File: src/rtl/lvds_demo_pkg.sv
// Shared definitions for the LVDS loopback pattern checker: FSM encoding, default pattern/OSR and rotate helper.
package lvds_demo_pkg;

  typedef enum logic {
    ST_HUNT   = 1'b0,
    ST_LOCKED = 1'b1
  } chk_state_e;

  localparam logic [7:0] DEFAULT_PATTERN = 8'b1100_1010;
  localparam int         DEFAULT_OSR     = 5;

  function automatic logic [7:0] rotl8(input logic [7:0] v, input logic [2:0] k);
    logic [15:0] t;
    t = {v, v} << k;
    return t[15:8];
  endfunction

endpackage

File: src/rtl/lvds_bit_recovery.sv
// Synchronises the raw LVDS receiver output and recovers one bit per OSR clocks by
// re-centring a phase counter on every data edge.
module lvds_bit_recovery
  import lvds_demo_pkg::*;
#(
  parameter int OSR = DEFAULT_OSR
) (
  input  logic clk_in,
  input  logic reset_n,
  input  logic rx_i,
  output logic bit_valid_o,
  output logic bit_data_o
);

  localparam int              PH_W    = $clog2(OSR);
  localparam logic [PH_W-1:0] PH_LAST = PH_W'(OSR - 1);
  localparam logic [PH_W-1:0] PH_MID  = PH_W'(OSR / 2);

  logic            rx_s1_q, rx_s_q, rx_d_q;
  logic [PH_W-1:0] phase_q, phase_d;
  logic            bit_valid_q, bit_valid_d;
  logic            bit_data_q, bit_data_d;
  logic            edge_s;

  assign edge_s = rx_s_q ^ rx_d_q;

  // Sample mid-bit, counting from the most recent edge
  always_comb begin
    phase_d     = phase_q;
    bit_valid_d = 1'b0;
    bit_data_d  = bit_data_q;
    if (edge_s) begin
      phase_d = '0;
    end else if (phase_q == PH_LAST) begin
      phase_d = '0;
    end else begin
      phase_d = phase_q + PH_W'(1);
    end
    if (!edge_s && (phase_q == PH_MID)) begin
      bit_valid_d = 1'b1;
      bit_data_d  = rx_s_q;
    end else begin
      bit_valid_d = 1'b0;
    end
  end

  always_ff @(posedge clk_in) begin
    if (!reset_n) begin
      rx_s1_q     <= 1'b0;
      rx_s_q      <= 1'b0;
      rx_d_q      <= 1'b0;
      phase_q     <= '0;
      bit_valid_q <= 1'b0;
      bit_data_q  <= 1'b0;
    end else begin
      rx_s1_q     <= rx_i;
      rx_s_q      <= rx_s1_q;
      rx_d_q      <= rx_s_q;
      phase_q     <= phase_d;
      bit_valid_q <= bit_valid_d;
      bit_data_q  <= bit_data_d;
    end
  end

  assign bit_valid_o = bit_valid_q;
  assign bit_data_o  = bit_data_q;

endmodule

File: config.mk
export PLATFORM = sky130hd
export DESIGN_NAME = lvds_bit_recovery
export DESIGN_NICKNAME = d
export VERILOG_FILES = /design/src/rtl/lvds_demo_pkg.sv /design/src/rtl/lvds_bit_recovery.sv
export SDC_FILE = /design/constraint.sdc
export NUM_CORES = 1
export LEC_CHECK = 0
export BUFFER_PORTS_ARGS = -buffer_cell sky130_fd_sc_hd__buf_4
export CORE_AREA = 3 3 40 42
export CTS_BUF_LIST = sky130_fd_sc_hd__clkbuf_4
export DETAILED_ROUTE_END_ITERATION = 10
export DIE_AREA = 0 0 43 45
export MAX_ROUTING_LAYER = met4
export PLACE_DENSITY = 0.43
export RECOVER_POWER = 50
export SETUP_SLACK_MARGIN = 0.2
export SYNTH_ARGS = -nofsm -noshare
export SYNTH_HDL_FRONTEND = slang
export SYNTH_SLANG_ARGS = --single-unit
File: constraint.sdc
create_clock -name clk_in -period 1 [get_ports clk_in]
set_input_delay 0.05 -clock clk_in [delete_from_list [all_inputs] [get_ports clk_in]]
set_output_delay 0.05 -clock clk_in [all_outputs]
set_load 0.05 [all_outputs]
# Yosys cells after proc, flatten, opt, wreduce, memory -nomap -nowiden
# Index checks and enable logic that the tools add are counted.
# word_totals
wordCells,15
inputBits,3
out_inout_bits,2
ff_bits,8
# classes
mux,1
n_eq_ne,2
bitwise,2
add_sub_neg,1
n_reduce_logical,3
# op_table
cell,n
$add A3 B1 Y3 const B,1
$eq A3 B2 Y1 const B,1
$eq A3 B3 Y1 const B,1
$reduce_or A3 Y1,1
$logic_and A1 B1 Y1,1
$logic_not A1 Y1,1
$mux W1,1
$not A1 Y1,1
$xor A1 B1 Y1,1

# Longest topological paths before layout
# Gate-level depths: netlist (run 1).
# logic_depth
depth_word,4
depth_mapped,5
ltp_nobuf,5

# Worst setup path after synthesis (run 1)
# OpenSTA, ideal clock, no wires.
# synth_path
path_type,reg2reg
startpoint,register phase_q[0]
endpoint,register bit_data_q (netlist: bit_data_o)
stages_incl_launch_ff,6
setup_ps,127
n_path_buf,0
path_slack_ps,28
arrival_ps,845
synth_period_minus_slack_ps,972
t_required_ps,873
cell_sequence,dfxtp_1 > inv_1 > ha_1 > nand2b_1 > o31ai_1 > a21boi_0
# synth_via
elab_chain_len,2
# synth_lines
element,line,source
start: declaration,lvds_bit_recovery.sv:20,"logic [PH_W-1:0] phase_q, phase_d;"
start signal: assignment,lvds_bit_recovery.sv:59,phase_q <= phase_d;
$eq A3 B2 Y1,lvds_bit_recovery.sv:39,if (!edge_s && (phase_q == PH_MID)) begin
$logic_and A1 B1 Y1,lvds_bit_recovery.sv:39,
end signal: assignment,lvds_bit_recovery.sv:61,bit_data_q <= bit_data_d;
end: declaration,lvds_bit_recovery.sv:22,"logic bit_data_q, bit_data_d;"
# Every way passes these cells.
# A chain may end at the register's enable or synchronous reset.

# Final worst setup path (run 1)
# Ends and elaborated chain as after synthesis.

==> flow_summary_export.csv, run 1 <==
group,metric,value,unit
worst_setup_path,cp_max_fo,3,
sta,max_freq,1010,MHz
yosys,yosysMostFrequentCell,"dfxtp_1",
floorplan,die_h,45,um
clock_network,cts_buffer_depth,2,
job,drv_cap,0,
routing,dr_wl_met2,310,um
clock_network,tritoncts,"built",
cells_and_area,drive_above_1_share,0.675,
sta,worst_slew_margin_rel,0.818,
floorplan,die_w,43,um
yosys,avgSynthCellArea,10.3,um^2
worst_setup_path,r2r_cells,5,
cells_and_area,post-route-cell-area,502,um^2
global_route,antenna_found_initial,0,
power_and_ir_drop,power.density,1420,nW/um^2
sta,finalClockSkew,0.000114,ns
floorplan,rows,13,
routing,highest_layer,"met3",
floorplan,core_area,1280,um^2
routing,wire_per_inst,10.2,um
routing,wl_met1,204,um
global_route,grt_pass1_wl,903,um
placed_design,gp_congestion,0.675,
sta,finalCritPeriodShare,0.993,
power_and_ir_drop,ir_worst_vdd,637,uV
yosys,synthTopCellsByCount,"8 x dfxtp_1, 4 x inv_1, 3 x ha_1",
worst_setup_path,r2r-end,"bit_data_o$_SDFFE_PN0P_",
yosys,yosysSeqAreaShare,0.520,
clock_network,cts-root-buf,"clkbuf_4",
sta,worst_pin_slew,0.275,ns
worst_setup_path,crit_path_end_kind,"register",
yosys,netlist.area_leader.share,0.520,
sta,final.min_clock_period,0.993,ns
routing,wl,561,um
sta,finalMaxSlewViolations,0,
min_path,worstHoldPathType,"input port to register",
global_route,grt-ovfl-total,0,
power_and_ir_drop,power.total,0.711,mW
clock_network,cts_buffers,3,
global_route,gr-usage-all-layers,0.0722,
yosys,synth_cell_types,15,
yosys,syn-instance-count,30,
worst_setup_path,r2r-start,"phase_q[0]$_SDFF_PP0_",
cells_and_area,instances_no_fill,55,
yosys,synth_area,308,um^2
routing,drc_errors,0,
routing,postRouteAntennaNets,0,
yosys,synth_edf_count,0,
placed_design,dp_cells,50,
cells_and_area,num-fill-cells,125,
yosys,synth_top_flop_cell,"dfxtp_1",
cells_and_area,nets,48,
yosys,ys_warn_count,0,
power_and_ir_drop,p_leak,0.185,nW
routing,drtIter0Drc,0,
global_route,first_global_vias,240,
clock_network,clk_latency,0.25,ns
clock_network,clkSinkCount,8,
sta,setup_viol,0,
sta,setup_tns,0,ns
worst_setup_path,cp.arrival,1.12,ns
routing,num_vias,233,
cells_and_area,diodes,0,
min_path,min_to,"rx_s_q$_SDFF_PN0_",
min_path,min_path_cells,2,
routing,firstDrtPassIters,1,
clock_network,cts.clk_slew.worst_paths,0.05,ns
worst_setup_path,worstSetupStartpointType,"register",
placed_design,dp_slack,-0.0670,ns
yosys,yosysTopAreaCell,"dfxtp_1",
sta,hold_viol,0,
floorplan,dieArea,1940,um^2
worst_setup_path,reg2reg_slack,0.007,ns
sta,finalWorstSetupSlack,0.00670,ns
worst_setup_path,critical_path_class,"register to register",
min_path,holdCritStartpoint,"reset_n",
floorplan,initial_utilization,0.240,
cells_and_area,multi_input_area,206,um^2
global_route,grt_max_degree,6,
yosys,synth_area_leaders,"dfxtp_1 52%, ha_1 12%, a211oi_1 4.9%, inv_1 4.9%, and2_1 4.1%",
yosys,synth_nets,36,
cells_and_area,regArea,176,um^2
routing,via_per_inst,4.24,
placed_design,dpl_cell_area,379,um^2
sta,grt_setup_unrepaired,"yes",
yosys,async_flop_share,0,
yosys,ys_ff_latch,8,
worst_setup_path,cp.required,1.13,ns
outcome,status,"finished, final reports clean",
clock_network,htree_levels,1,
placed_design,dpl.hpwl,407,um
floorplan,num_io_pins,5,
placed_design,io_buffers,4,
cells_and_area,synthToLayoutAreaGrowth,63.0,%
routing,routed-wl-met3,46,um
placed cells by master, fill, tap and decap left out:
master | Yosys | layout
dfxtp_4 | 0 | 4
clkbuf_4 | 0 | 4
dfxtp_1 | 8 | 3
buf_4 | 0 | 3
and2_1 | 2 | 2
inv_1 | 4 | 2
nor2_1 | 2 | 2
a211oi_2 | 0 | 2
ha_4 | 0 | 2
inv_2 | 0 | 1
inv_4 | 0 | 1
and2_2 | 1 | 1
xnor2_2 | 0 | 1
nand2_2 | 0 | 1
nor3b_2 | 0 | 1
a21oi_1 | 1 | 1
nand2b_4 | 0 | 1
nand4_1 | 1 | 1
o31ai_4 | 0 | 1
a21boi_1 | 0 | 1
ha_2 | 0 | 1
dlygate4sd3_1 | 0 | 1
buf_8 | 0 | 1
clkbuf_2 | 0 | 1
dfxtp_2 | 0 | 1
registers in the layout, summed over array words and instances (netlist names):
signal	flops
phase_q	3
bit_data_o	1
bit_valid_o	1
rx_d_q	1
rx_s1_q	1
rx_s_q	1
per-layer routing:
| metal | vias up | track usage |
|---|---|---|
| met5 | - | - |
| met4 | 0 | 0.0361 |
| met3 | 0 | 0.0598 |
| met2 | 7 | 0.123 |
| met1 | 104 | 0.0534 |
| li1 | 122 | - |
critical path, cell delays in order, from the launching register on:
cell and delay, ns:
dfxtp_4 0.36, inv_4 0.07, ha_4 0.14, nand2b_4 0.06
o31ai_4 0.16, a21boi_1 0.08
how the worst max path moves through the flow:
stage / end / depth (start not counted) / startpoint / slack, ns
3_3_place_gp: bit_data_o$_SDFFE_PN0P_ / 5 / phase_q[0]$_SDFF_PP0_ / -0.004
3_5_place_dp: bit_data_o$_SDFFE_PN0P_ / 5 / phase_q[0]$_SDFF_PP0_ / -0.07
5_1_grt: bit_data_o$_SDFFE_PN0P_ / 5 / phase_q[0]$_SDFF_PP0_ / -0.03
2_1_floorplan: bit_data_o$_SDFFE_PN0P_ / 5 / phase_q[0]$_SDFF_PP0_ / 0.03
4_1_cts: bit_data_o$_SDFFE_PN0P_ / 5 / phase_q[0]$_SDFF_PP0_ / 0.02
6_report: bit_data_o$_SDFFE_PN0P_ / 5 / phase_q[0]$_SDFF_PP0_ / 0.007
through the flow:
step                      hold WS, ns   util
after floorplan                 0.172      -
after CTS                      0.0246  0.339
after global placement          0.261  0.295
after detailed placement        0.263  0.295
final                          0.0419  0.390
after global routing           0.0318  0.390
power breakdown:
group / total (mW) / switching, mW / internal [mW]
sequential: 0.355 / 0.0211 / 0.334
combinational: 0.121 / 0.0595 / 0.0617
clock: 0.234 / 0.0978 / 0.137
kinds of logic after synthesis:
family,share of synthesized area
fa+ha+maj,0.122
buf+inv,0.0488
compound gates,0.114
simple gates,0.167
xor+xnor,0.0285
flops,0.520
final cells by class:
class                   count  area share
well taps                  15      0.0374
multi-input cells          18       0.411
flip-flops and latches      8       0.352
inverters                   4      0.0349
clock buffers               3      0.0449
repair buffers              7       0.120
timing repair:
| action | 4_1_cts | 5_1_grt |
|---|---|---|
| hold endpoints to repair | 1 | 0 |
| gates cloned | 0 | 0 |
| gates resized for setup | 7 | 17 |
| pin swaps | 2 | 3 |
| hold buffers | 1 | 0 |
| setup endpoints to repair | 6 | 7 |
| setup buffers | 0 | 1 |
(Power assumes the default switching activity.)
==> run 2: changes to the inputs <==
CTS_BUF_LIST = sky130_fd_sc_hd__clkbuf_16   (was sky130_fd_sc_hd__clkbuf_4)
==> flow_summary_export.csv, run 2 (synthesis gave the netlist of run 1 again) <==
group,metric,value,unit
cells_and_area,instances_no_fill,54,
clock_network,cts.clk_slew.worst_paths,0.03,ns
power_and_ir_drop,power.density,2110,nW/um^2
outcome,status,"finished, final reports clean",
placed_design,dpl.hpwl,407,um
floorplan,initial_utilization,0.240,
power_and_ir_drop,p_sw_frac,0.197,
worst_setup_path,r2r-start,"phase_q[0]$_SDFF_PP0_",
sta,finalCritPeriodShare,0.976,
sta,finalClockSkew,0.000956,ns
cells_and_area,most-common-layout-cells,"4 x dfxtp_4, 3 x dfxtp_1, 3 x clkbuf_16, 3 x buf_4",
sta,finalMaxSlewViolations,0,
worst_setup_path,crit_buf_inv,1,
cells_and_area,final_common_cell,"dfxtp_4",
worst_setup_path,cp_slowest_cell,"dfxtp_2",
clock_network,cts-root-buf,"clkbuf_16",
worst_setup_path,cp.arrival,1.08,ns
power_and_ir_drop,power.switching,0.222,mW
global_route,antenna_found_initial,0,
routing,drtIter0Drc,0,
global_route,grt_max_degree,6,
floorplan,rows,13,
routing,postRouteAntennaNets,0,
worst_setup_path,cp_max_fo,3,
placed_design,dpl_cell_area,379,um^2
floorplan,die_h,45,um
sta,grt_setup_unrepaired,"yes",
sta,worst_pin_slew,0.274,ns
cells_and_area,largest_reg_flops,3,
sta,worst_slew_margin_rel,0.818,
power_and_ir_drop,power_frac_comb,0.105,
clock_network,htree_levels,1,
power_and_ir_drop,seq_power_share,0.313,
clock_network,cts_buffers,3,
floorplan,dieArea,1940,um^2
min_path,worstHoldPathType,"input port to register",
cells_and_area,regMostFlops,"phase_q",
sta,max_freq,1020,MHz
routing,drc_errors,0,
sta,hold_viol,0,
placed_design,io_buffers,4,
worst_setup_path,cp.required,1.11,ns
routing,wl,600,um
power_and_ir_drop,internal-power,0.908,mW
floorplan,num_io_pins,5,
routing,firstDrtPassIters,1,
routing,wire_per_inst,11.1,um
cells_and_area,post-route-cell-area,536,um^2
sta,final.min_clock_period,0.976,ns
floorplan,die_w,43,um
worst_setup_path,critical_path_class,"register to register",
global_route,gr-usage-all-layers,0.0843,
global_route,first_global_vias,249,
sta,setup_viol,0,
min_path,holdCritStartpoint,"rx_i",
cells_and_area,drive_above_1_share,0.667,
floorplan,core_area,1280,um^2
routing,via_per_inst,4.33,
clock_network,tritoncts,"built",
clock_network,clk_latency,0.23,ns
worst_setup_path,crit_start,"phase_q[0]$_SDFF_PP0_",
placed_design,dp_cells,50,
worst_setup_path,cpPeakStageDelay,0.33,ns
cells_and_area,diodes,0,
job,drv_cap,0,
worst_setup_path,crit_path_end_kind,"register",
global_route,grt_pass1_wl,1000,um
power_and_ir_drop,p_leak,0.197,nW
routing,num_vias,234,
power_and_ir_drop,clockPowerShare,0.583,
clock_network,hold_buffers,0,
cells_and_area,synthToLayoutAreaGrowth,74.0,%
worst_setup_path,path_cells,"inv_4, ha_4, nand2b_4, o31ai_4, a21boi_1",
cells_and_area,nets,47,
worst_setup_path,worstSetupStartpointType,"register",
power_and_ir_drop,ir_worst_vdd,940,uV
placed_design,gp_congestion,0.675,
global_route,grt-ovfl-total,0,
clock_network,clkSinkCount,8,
worst_setup_path,crit_family,"flip-flops",
clock_network,cts_buffer_depth,2,
## run 2: cell types whose count changed in the layout (fill, tap and decap cells not counted), sizes merged
cell | before | now
dlygate4sd3 | 1 | 0
## run 2: metrics by stage
stage                     hold slack [ns]  setup TNS [ns]  power, mW   util  setup WS, ns
final                              0.0269               0       1.13  0.417        0.0243
after global routing               0.0445         -0.0233       1.18  0.417       -0.0139
after CTS                          0.0244               0       1.14  0.383        0.0216
after detailed placement            0.263         -0.0670      0.438  0.295       -0.0670
after global placement              0.261        -0.00394      0.434  0.295      -0.00394
after floorplan                     0.172               0      0.409      -        0.0328
## run 2: power by group through the flow
stage / Clock [mW] / Sequential [mW] / Combinational [mW]
after floorplan: 0 / 0.365 / 0.0442
after global routing: 0.697 / 0.355 / 0.133
after CTS: 0.682 / 0.358 / 0.0984
after detailed placement: 0 / 0.360 / 0.0779
final: 0.659 / 0.353 / 0.119
after global placement: 0 / 0.359 / 0.0746
## run 2: area by class of cell
cell class,instances,area [um^2]
timing repair buffer,6,46.3
clock buffer,3,75.1
multi-input combinational,18,201
fill,132,749
tap,15,18.8
inverter,4,17.5
sequential,8,176
## run 2: repair_timing
item / 4_1_cts / 5_1_grt
resized for setup: 11 / 12
endpoints found under the setup margin: 5 / 6
hold endpoints to repair: 0 / 0
pin swaps: 2 / 3
setup buffers: 0 / 1
## run 2: final timing paths
path	to	slack, ns	cells past startpoint
worst max register to register	bit_data_o$_SDFFE_PN0P_	0.02	5
worst min register to register	rx_s_q$_SDFF_PN0_	0.43	1
worst min-delay path	rx_s1_q$_SDFF_PN0_	0.03	2
worst max-delay path	bit_data_o$_SDFFE_PN0P_	0.02	5
## run 2: metal layers
layer / track usage / share of wire
met5: - / 0
met1: 0.0607 / 0.34
met3: 0.0637 / 0.085
met2: 0.126 / 0.53
met4: 0.0904 / 0.045
